**src/rtl/rf_wb_arbiter.sv**
```systemverilog
// rtl/rf_wb_arbiter.sv - round-robin write-back arbiter for the register file write port
module rf_wb_arbiter #(
  parameter int DATA_W = 16,
  parameter int ADDR_W = 3,
  parameter int CNT_W  = 8
) (
  input  logic                  clk,
  input  logic                  rst_n,
  input  logic                  hold,
  input  logic                  alu_valid,
  output logic                  alu_ready,
  input  logic [ADDR_W-1:0]     alu_addr,
  input  logic [DATA_W-1:0]     alu_data,
  input  logic                  mem_valid,
  output logic                  mem_ready,
  input  logic [ADDR_W-1:0]     mem_addr,
  input  logic [DATA_W-1:0]     mem_data,
  output logic                  rf_wr_en,
  output logic [ADDR_W-1:0]     rf_wr_addr,
  output logic [DATA_W-1:0]     rf_wr_data,
  output logic [(2**ADDR_W)-1:0] pend_mask,
  output logic [CNT_W-1:0]      conflict_cnt
);

  // Which producer won the most recent transfer; the other one wins the next conflict.
  typedef enum logic {
    SRC_ALU = 1'b0,
    SRC_MEM = 1'b1
  } src_e;

  src_e               last_grant_q, last_grant_d;
  logic               wr_en_q, wr_en_d;
  logic [ADDR_W-1:0]  wr_addr_q, wr_addr_d;
  logic [DATA_W-1:0]  wr_data_q, wr_data_d;
  logic [CNT_W-1:0]   cnt_q, cnt_d;

  logic               grant_alu;
  logic               grant_mem;
  logic               alu_xfer;
  logic               mem_xfer;
  logic               conflict;

  // Round-robin grant from current requests; nothing is granted in reset or while frozen.
  always_comb begin
    grant_alu = 1'b0;
    grant_mem = 1'b0;
    if (rst_n && !hold) begin
      if (alu_valid && mem_valid) begin
        if (last_grant_q == SRC_MEM) begin
          grant_alu = 1'b1;
        end else begin
          grant_mem = 1'b1;
        end
      end else begin
        grant_alu = alu_valid;
        grant_mem = mem_valid;
      end
    end
  end

  assign alu_ready = grant_alu;
  assign mem_ready = grant_mem;
  assign alu_xfer  = alu_valid & grant_alu;
  assign mem_xfer  = mem_valid & grant_mem;
  assign conflict  = alu_valid & mem_valid & ~hold;

  // Next-state for round-robin pointer, output stage and conflict counter.
  always_comb begin
    last_grant_d = last_grant_q;
    wr_en_d      = 1'b0;
    wr_addr_d    = wr_addr_q;
    wr_data_d    = wr_data_q;
    cnt_d        = cnt_q;
    if (alu_xfer) begin
      last_grant_d = SRC_ALU;
      wr_en_d      = 1'b1;
      wr_addr_d    = alu_addr;
      wr_data_d    = alu_data;
    end else if (mem_xfer) begin
      last_grant_d = SRC_MEM;
      wr_en_d      = 1'b1;
      wr_addr_d    = mem_addr;
      wr_data_d    = mem_data;
    end
    // Saturate rather than wrap so a long stall is still visible as all ones.
    if (conflict && (cnt_q != {CNT_W{1'b1}})) begin
      cnt_d = cnt_q + CNT_W'(1);
    end
  end

  // State registers; reset makes the ALU win the first conflict and drops any in-flight write.
  always_ff @(posedge clk or negedge rst_n) begin
    if (!rst_n) begin
      last_grant_q <= SRC_MEM;
      wr_en_q      <= 1'b0;
      wr_addr_q    <= '0;
      wr_data_q    <= '0;
      cnt_q        <= '0;
    end else begin
      last_grant_q <= last_grant_d;
      wr_en_q      <= wr_en_d;
      wr_addr_q    <= wr_addr_d;
      wr_data_q    <= wr_data_d;
      cnt_q        <= cnt_d;
    end
  end

  // Pending-write mask for decode hazard detection, one-hot of the staged address.
  always_comb begin
    pend_mask = '0;
    if (wr_en_q) begin
      pend_mask[wr_addr_q] = 1'b1;
    end
  end

  assign rf_wr_en     = wr_en_q;
  assign rf_wr_addr   = wr_addr_q;
  assign rf_wr_data   = wr_data_q;
  assign conflict_cnt = cnt_q;

endmodule

```
**config.mk**
```make
export PLATFORM = sky130hd
export DESIGN_NAME = rf_wb_arbiter
export DESIGN_NICKNAME = d
export VERILOG_FILES = /design/src/rtl/rf_wb_arbiter.sv
export SDC_FILE = /design/constraint.sdc
export NUM_CORES = 1
export LEC_CHECK = 0
export BUFFER_PORTS_ARGS = -buffer_cell sky130_fd_sc_hd__buf_4
export CORE_MARGIN = 2
export CORE_UTILIZATION = 40
export CTS_CLUSTER_SIZE = 24
export DETAILED_ROUTE_END_ITERATION = 16
export GPL_TIMING_DRIVEN = 0
export PLACE_DENSITY = 0.82
export SYNTH_ARGS = -nofsm -noshare
export SYNTH_HDL_FRONTEND = slang
export SYNTH_SLANG_ARGS = --single-unit
```
**constraint.sdc**
```tcl
create_clock -name clk -period 2.3 [get_ports clk]
set_input_delay 0.46 -clock clk [delete_from_list [all_inputs] [get_ports clk]]
set_output_delay 0.46 -clock clk [all_outputs]
set_load 0.05 [all_outputs]
```
==> results.md, run 1 <==
- Core region area: 0.00361 mm²
- Post-Syn Nets: 168
- Post-route total power: 2070 µW
- Multi-input logic area: 671 µm²
- Final GP Congestion: 0.798
- Post-synth top cells: 28 x dfrtp_1, 19 x a221o_1, 11 x a21boi_0, 8 x a21boi_1, 6 x nor2_1
- Critical Path Sink Type: output pin
- DP HPWL: 2920 µm
- CTS Buf Count: 5
- Clk_skew: 0.00707 ns
- Worst endpoint data arrival time: 1.65 ns
- Nets: 255
- Largest net degree at the start of global routing: 31
- Cell Area, Synth: 0.00148 mm²
- R2R depth: 4
- Crit path launch type: input pin
- Synthesized area per cell: 12.0 µm²
- Lkg Pwr: 0.00109 µW
- Slew Limit Fails: 0
- Routed vias/inst: 5.33
- Max Cap Violations: 0
- Slew @ Worst Pin: 0.367 ns
- Final wirelength: 3900 µm
- Overflow after GRT: 0
- Filler Cells Inserted: 314
- Vias in the first global route: 1349
- Cts hold-fix bufs: 0
- Seq. cell area: 727 µm²
- Wire per inst: 15.0 µm
- Layout area overhead: 51.3%
- Worst hold-check path type: in -> async
- Gr usage total: 0.199
- Dominant synthesized flop cell: dfrtp_1
- Initial antenna violation count: 0
- Post-synth top area share: 0.473
- CP delay by family, top: buffers and inverters
- Crit-path most repeated cell: buf_4
- Iter 0 DRT Violations: 76
- # Post-CTS Setup Buffers: 0
- CP max stage cell: buf_4
- Reg-to-Reg End: conflict_cnt[1]
- Cell count after synthesis: 124
- Vias: 1387
- Status: complete, no violations
- # DRC: 0
- Critical Path, Cell by Cell: buf_4 -> nor2b_4 -> and3_1 -> clkbuf_8 -> buf_4
- Largest cells by area after synthesis: dfrtp_1 47%, a221o_1 13%, a21boi_0 5.6%
- Final setup violating endpoints: 0
- Clk sinks: 29
- RSZ-0062 raised after global routing: false
- Initial core utilization: 0.411
- Die Y: 64.9 µm
- Warning count from the yosys run: 0
- PortBufs: 80
- CTS H-Tree Depth: 2
- Register area share after synthesis: 0.490
- IR drop worst, VDD: 532 µV
- Drt pass-1 iters: 4
- Critical Path RT: 1.84 ns
- Max Freq: 473 MHz
- Chip Width: 64.9 µm
- Row count: 22
- Area leader, netlist: dfrtp_1
- PostCTS Resize Cnt: 0
- Die ar.: 0.00421 mm²
- Critical path type: in -> out
- CTS tree: built
- Most common cell in the synthesized netlist: dfrtp_1
- CTS root buf: clkbuf_8
- Synth async-reset ratio: 1.00
- ANT nets after route: 0
- Setup TNS Final: 0 ns
- Post-synth EDFFs: 0
- Fin crit share: 0.919
- Clock slew at reported path FFs: 0.06 ns
- Reg2Reg Setup Slack: 0.87 ns
- Synth unique cells: 33
- Clock period minus worst slack: 2.11 ns
- Ant diodes: 0
- Biggest cell delay along the critical path: 0.32 ns
- Worst-path fanout max: 30
- Slew HR: 0.755
- I/O Pins: 81
- P per Cell Area: 923 mW/mm²
- Clock Path Buffers: 2
- First-pass GRT wire length: 6360 µm
- Ratio of cells with drive above 1 in the final layout: 0.486
- Worst Path Buf+Inv: 3
- Endpoints failing hold: 0
- Yosys reg bits: 29
- Reg2Reg Launch Point: conflict_cnt[0]
- Skew-Pair Late Insertion Delay: 0.28 ns
[where the power goes]
group          total [µW]  switching (µW)  internal, µW
clock                 422             179           243
combinational         919             580           339
sequential            728             104           625
total                2070             863          1210
[metrics by stage]
step | hold WS, ns | instances | area (µm²) | util | setup WS, ns
floorplan | 0.164 | 124 | 1490 | - | 0.310
global placement | 0.404 | 252 | 2150 | 0.597 | 0.152
detailed placement | 0.407 | 252 | 2150 | 0.597 | 0.142
CTS | 0.103 | 260 | 2240 | 0.622 | 0.147
global route | 0.119 | 260 | 2240 | 0.622 | 0.0448
finish | 0.0930 | 260 | 2240 | 0.622 | 0.186
[flip-flops by register name, indices dropped and copies added (netlist names)]
signal and count:
rf_wr_addr 3, conflict_cnt 8, rf_wr_en 1, rf_wr_data 16, last_grant_q 1
[layout by cell type (no fill, tap or decap), drive strengths merged, types with 2 or more instances in the layout]
cell type	instances
clkbuf	11
nand2b	5
nand3	2
a221o	19
nand4	3
o21ai	2
and2	2
a31oi	3
a21boi	19
mux2	3
a21oi	3
nor3	2
nand2	4
and3	3
buf	84
xnor2	3
dfrtp	28
nor2	6
[cells by family (layout without fill, tap and decap cells)]
group | Yosys count | count (layout) | share of synthesized area
fa+ha+maj | 1 | 1 | 0.00844
simple gates | 33 | 33 | 0.134
mux | 3 | 3 | 0.0228
xor+xnor | 3 | 3 | 0.0177
buf+inv | 8 | 96 | 0.0641
flops | 29 | 29 | 0.490
compound gates | 47 | 47 | 0.262
[per-layer routing]
| metal | part of all wire | GRT usage | vias up |
|---|---|---|---|
| met5 | 0 | 0 | - |
| met4 | 0.015 | 0.0851 | 0 |
| met3 | 0.075 | 0.0590 | 6 |
| met2 | 0.52 | 0.332 | 52 |
| met1 | 0.39 | 0.239 | 673 |
| li1 | - | - | 656 |
[layout make-up]
cell class              instances  area share
plain buffers                   8      0.0424
flip-flops and latches         29       0.324
multi-input cells              87       0.299
clock buffers                   8      0.0402
repair buffers                 80       0.268
well taps                      48      0.0268
[worst max-delay path by stage]
stage,end,slack (ns),startpoint,cells after the start
6_report,mem_ready,0.19,rst_n,5
5_1_grt,mem_ready,0.04,rst_n,5
4_1_cts,mem_ready,0.15,rst_n,5
3_5_place_dp,mem_ready,0.14,rst_n,5
3_3_place_gp,mem_ready,0.15,rst_n,5
2_1_floorplan,pend_mask[2],0.31,rf_wr_addr[0],2
Note: power is estimated with default switching activity, not from simulation.
==> run 2, diff against run 1 <==
- CORE_UTILIZATION: 40 -> 35
- PLACE_DENSITY: 0.82 -> 0.77
- clock period: 2.3 -> 1.82 ns (I/O delays scaled with it)
==> run 2 against run 1 <==
  * Die area up 13%
  * Final area up 0.95%
  * Global-route usage is 1.8 points lower
  * Count of clock-buffer cells in the layout is the same
  * Register-to-register slack worse by 0.49 ns
  * Clock skew fell by 0.0030 ns
  * First-iteration DRC count decreased by 26%
  * Via count is 0.72% lower
  * Utilization decreased by 6.0 points
  * Clock power grew 17%
  * Sequential power up 27%
==> results.md, run 2 (synthesized netlist as in run 1, its figures left out) <==
- Critical Path RT: 1.46 ns
- Drt pass-1 iters: 4
- Layout area overhead: 52.7%
- Clk sinks: 29
- CTS Buf Count: 5
- Commonest non-fill, non-tap cell in the layout: buf_4
- # DRC: 0
- Fin crit share: 0.954
- Largest net degree at the start of global routing: 29
- Max Freq: 576 MHz
- Largest register FFs: 16
- First-pass GRT wire length: 6910 µm
- Initial antenna violation count: 0
- Ratio of cells with drive above 1 in the final layout: 0.481
- Overflow after GRT: 0
- Clock share of power: 0.190
- Slew Limit Fails: 0
- RSZ-0062 raised after global routing: false
- Endpoints failing hold: 0
- Worst-path fanout max: 11
- Net Sw Frac: 0.422
- Wire per inst: 16.0 µm
- Clock period minus worst slack: 1.74 ns
- CTS H-Tree Depth: 2
- Final setup violating endpoints: 0
- Comb pwr share: 0.453
- Filler Cells Inserted: 359
- Chip Width: 69.1 µm
- Critical path type: reg -> out
- Clk_skew: 0.00402 ns
- CTS tree: built
- Slew HR: 0.839
- I/O Pins: 81
- Worst endpoint data arrival time: 1.37 ns
- Worst hold-check path type: in -> async
- Iter 0 DRT Violations: 56
- Finished Cell Area: 0.00226 mm²
- P per Cell Area: 1140 mW/mm²
- Most frequent cells in the layout: 77 x buf_4, 28 x dfrtp_1, 19 x a221o_1
- Clock slew at reported path FFs: 0.06 ns
- Critical Path Sink Type: output pin
- Nets: 255
- Final Util: 0.562
- Die ar.: 0.00477 mm²
- Final GP Congestion: 0.769
- Skew-Pair Late Insertion Delay: 0.27 ns
- Final hold slack: 0.0181 ns
- Ant diodes: 0
- PortBufs: 80
- Post-route total power: 2590 µW
- Core region area: 0.00403 mm²
- Sequential share of power: 0.357
- ANT nets after route: 0
- Max Cap Violations: 0
- Gr usage total: 0.182
- Final wirelength: 4200 µm
- Placed cell area: 0.00216 mm²
- Lkg Pwr: 0.00110 µW
- Routed vias/inst: 5.26
- Final setup margin: 0.0836 ns
- Slew @ Worst Pin: 0.242 ns
- # Post-CTS Setup Buffers: 0
- Vias in the first global route: 1331
- Net Switching: 1090 µW
- CTS root buf: clkbuf_8
- Worst slack at placement: -0.170 ns
- Row count: 23
- Initial core utilization: 0.368
- Internal power: 1500 µW
- Clock Path Buffers: 2
- Crit path launch type: flip-flop
- DP HPWL: 2970 µm
- Multi-input logic area: 671 µm²
- IR drop worst, VDD: 851 µV
- Seq. cell area: 727 µm²
- Status: complete, no violations
- Vias: 1377
- Die Y: 69.1 µm
[run 2: worst paths after layout]
path | start | endpoint | slack (ns) | cells after the start
setup reg to reg | last_grant_q | rf_wr_data[9] | 0.38 | 4
hold / removal | rst_n | rf_wr_addr[0] | 0.02 | 2
min in group clk | alu_valid | last_grant_q | 0.29 | 2
hold reg to reg | conflict_cnt[0] | conflict_cnt[0] | 0.52 | 1
setup / recovery | last_grant_q | alu_ready | 0.08 | 3
max in group asynchronous | rst_n | conflict_cnt[6] | 1.65 | 2
[run 2: per-stage QoR]
stage | cells | setup TNS [ns]
2_1_floorplan | 124 | -0.452
3_3_place_gp | 254 | -0.288
3_5_place_dp | 254 | -0.318
4_1_cts | 263 | 0
5_1_grt | 262 | 0
6_report | 262 | 0
[run 2: per-layer routing]
metal | up-vias | routed length (µm) | GRT usage
met2 | 52 | 2020 | 0.280
li1 | 657 | - | -
met4 | 0 | 59 | 0.0588
met5 | - | 0 | 0
met1 | 664 | 1870 | 0.244
met3 | 4 | 253 | 0.0570
[run 2: layout make-up]
class,instances,share of cell area
sequential,29,0.321
multi-input combinational,87,0.296
timing repair buffer,81,0.282
buffer,7,0.0376
clock buffer,8,0.0354
tap,50,0.0276
[run 2: repair_timing]
item / 4_1_cts / 5_1_grt
hold buffers: 1 / 0
endpoints found under the hold margin: 28 / 0
gates resized for setup: 3 / 3
setup endpoints to repair: 2 / 2
[run 2: critical path: stages (launching register included)]
cell,delay [ns]
dfstp_2,0.55
nand2b_1,0.10
and3_4,0.29
buf_8,0.17
[run 2: power groups by stage]
stage / combinational [µW] / sequential (µW) / clock [µW]
after floorplan: 306 / 1390 / 0
after global placement: 1150 / 929 / 0
after detailed placement: 1170 / 932 / 0
after CTS: 1180 / 923 / 504
after global routing: 1240 / 948 / 536
final: 1170 / 925 / 492
==> run 3, diff against run 2 <==
- PLACE_DENSITY: 0.77 -> 0.68
==> run 3 against run 2 <==
  * Non-clock buffer count increased by 3
  * First-iteration DRC count increased by 66%
  * Utilization increased by 1.2 points
  * Flip-flop and latch count unchanged
  * Cell count increased by 1.1%
  * Largest power group unchanged
==> results.md, run 3 (synthesized netlist as in run 1, its figures left out) <==
- Status: complete, no violations
- CTS root buf: clkbuf_8
- Commonest non-fill, non-tap cell in the layout: buf_4
- Lkg Pwr: 0.00112 µW
- Routed vias/inst: 5.43
- RSZ-0062 raised after global routing: true
- Critical path type: reg -> out
- Net Sw Frac: 0.417
- Slew Limit Fails: 0
- Die Y: 69.1 µm
- Max Cap Violations: 0
- IR drop worst, VDD: 732 µV
- Clk sinks: 29
- PortBufs: 80
- Clock slew at reported path FFs: 0.06 ns
- Clock Path Buffers: 2
- Cell count after placement: 254
- Comb pwr share: 0.447
- Chip Width: 69.1 µm
- Fin crit share: 0.978
- Finished Cell Area: 0.00231 mm²
- Most frequent cells in the layout: 77 x buf_4, 28 x dfrtp_1, 19 x a221o_1
- Worst endpoint data arrival time: 1.42 ns
- Vias in the first global route: 1453
- Drt pass-1 iters: 4
- CTS H-Tree Depth: 2
- Critical Path Sink Type: output pin
- Iter 0 DRT Violations: 93
- Clk_skew: 0.00463 ns
- Met1 Use GR: 0.247
- Final GP Congestion: 0.885
- Setup TNS Final: 0 ns
- Final Util: 0.574
- Layout area overhead: 56.0%
- M2 GR Usage: 0.282
- Largest net degree at the start of global routing: 29
- Wire per inst: 16.3 µm
- Endpoints failing hold: 0
- Placed cell area: 0.00216 mm²
- Ant diodes: 0
- Reg-to-Reg End: conflict_cnt[1]
- # Post-CTS Setup Buffers: 0
- Crit path launch: last_grant_q
- Net Switching: 1100 µW
- Internal power: 1540 µW
- Core region area: 0.00403 mm²
- Gr busiest metal: met2
- Slew HR: 0.852
- # DRC: 0
- Final non-filler cell total: 265
- Worst hold-check path type: in -> reg
- Reg2Reg Launch Point: conflict_cnt[0]
- Crit path launch type: flip-flop
- Initial core utilization: 0.368
- Largest register FFs: 16
- Nets: 258
- ANT nets after route: 0
- Worst setup endpoint: alu_ready
- Ratio of cells with drive above 1 in the final layout: 0.484
- CTS Buf Count: 5
- Row count: 23
- Final wirelength: 4320 µm
- Vias: 1440
- Gr usage total: 0.189
- Skew-Pair Late Insertion Delay: 0.28 ns
- Sequential share of power: 0.351
- Die ar.: 0.00477 mm²
- I/O Pins: 81
- First-pass GRT wire length: 7230 µm
- Slew @ Worst Pin: 0.221 ns
- P per Cell Area: 1140 mW/mm²
- Clock period minus worst slack: 1.78 ns
- Overflow after GRT: 0
- Final setup violating endpoints: 0
- Critical Path RT: 1.46 ns
- Clock share of power: 0.202
- Reg2Reg Setup Slack: 0.38 ns
- R2R depth: 4
- Max Freq: 562 MHz
- Initial antenna violation count: 0
- Worst-path fanout max: 10
- CTS tree: built
- DP HPWL: 3130 µm
- Met3 Usage GRT: 0.0599
## run 3: power by group through the flow
stage	combinational (µW)	sequential, µW	clock, µW
after floorplan	306	1390	0
after global placement	1150	924	0
after detailed placement	1170	931	0
after CTS	1180	925	551
after global routing	1240	952	578
final	1180	926	533
## run 3: worst min path at each step
stage | end | cells after the start | start
finish | last_grant_q | 2 | alu_valid
global placement | rf_wr_data[5] | 1 | rst_n
detailed placement | conflict_cnt[1] | 1 | rst_n
floorplan | conflict_cnt[0] | 0 | rst_n
CTS | last_grant_q | 2 | alu_valid
global route | last_grant_q | 2 | alu_valid
## run 3: final cells by class
class,count,area (µm²)
Fill cell,352,1720
Sequential cell,29,727
Multi-Input combinational cell,87,671
Timing Repair Buffer,83,664
Buffer,8,98.8
Clock buffer,8,90.1
Tap cell,50,62.6
## run 3: per-layer routing
metal | share of wire | up-vias
li1 | - | 662
met1 | 0.43 | 707
met2 | 0.48 | 60
met3 | 0.062 | 11
met4 | 0.026 | 0
met5 | 0 | -
## run 3: per-stage QoR
step	hold WS [ns]	total power [µW]	setup slack, ns
finish	0.281	2640	0.0408
global route	0.278	2770	-0.00748
CTS	0.272	2660	0.00579
detailed placement	0.315	2100	-0.173
global placement	0.312	2070	-0.137
floorplan	0.0684	1690	-0.0741
## run 3: what timing repair did
action / CTS / global route
hold buffers: 3 / 0
resized for setup: 4 / 3
setup endpoints to repair: 2 / 2
endpoints found under the hold margin: 28 / 0
pin swaps: 0 / 1
## run 3: critical path, stage by stage (launching register included)
cell and delay, ns:
dfstp_2 0.55, nand2b_1 0.11, and3_4 0.19, buf_8 0.14, buf_8 0.15
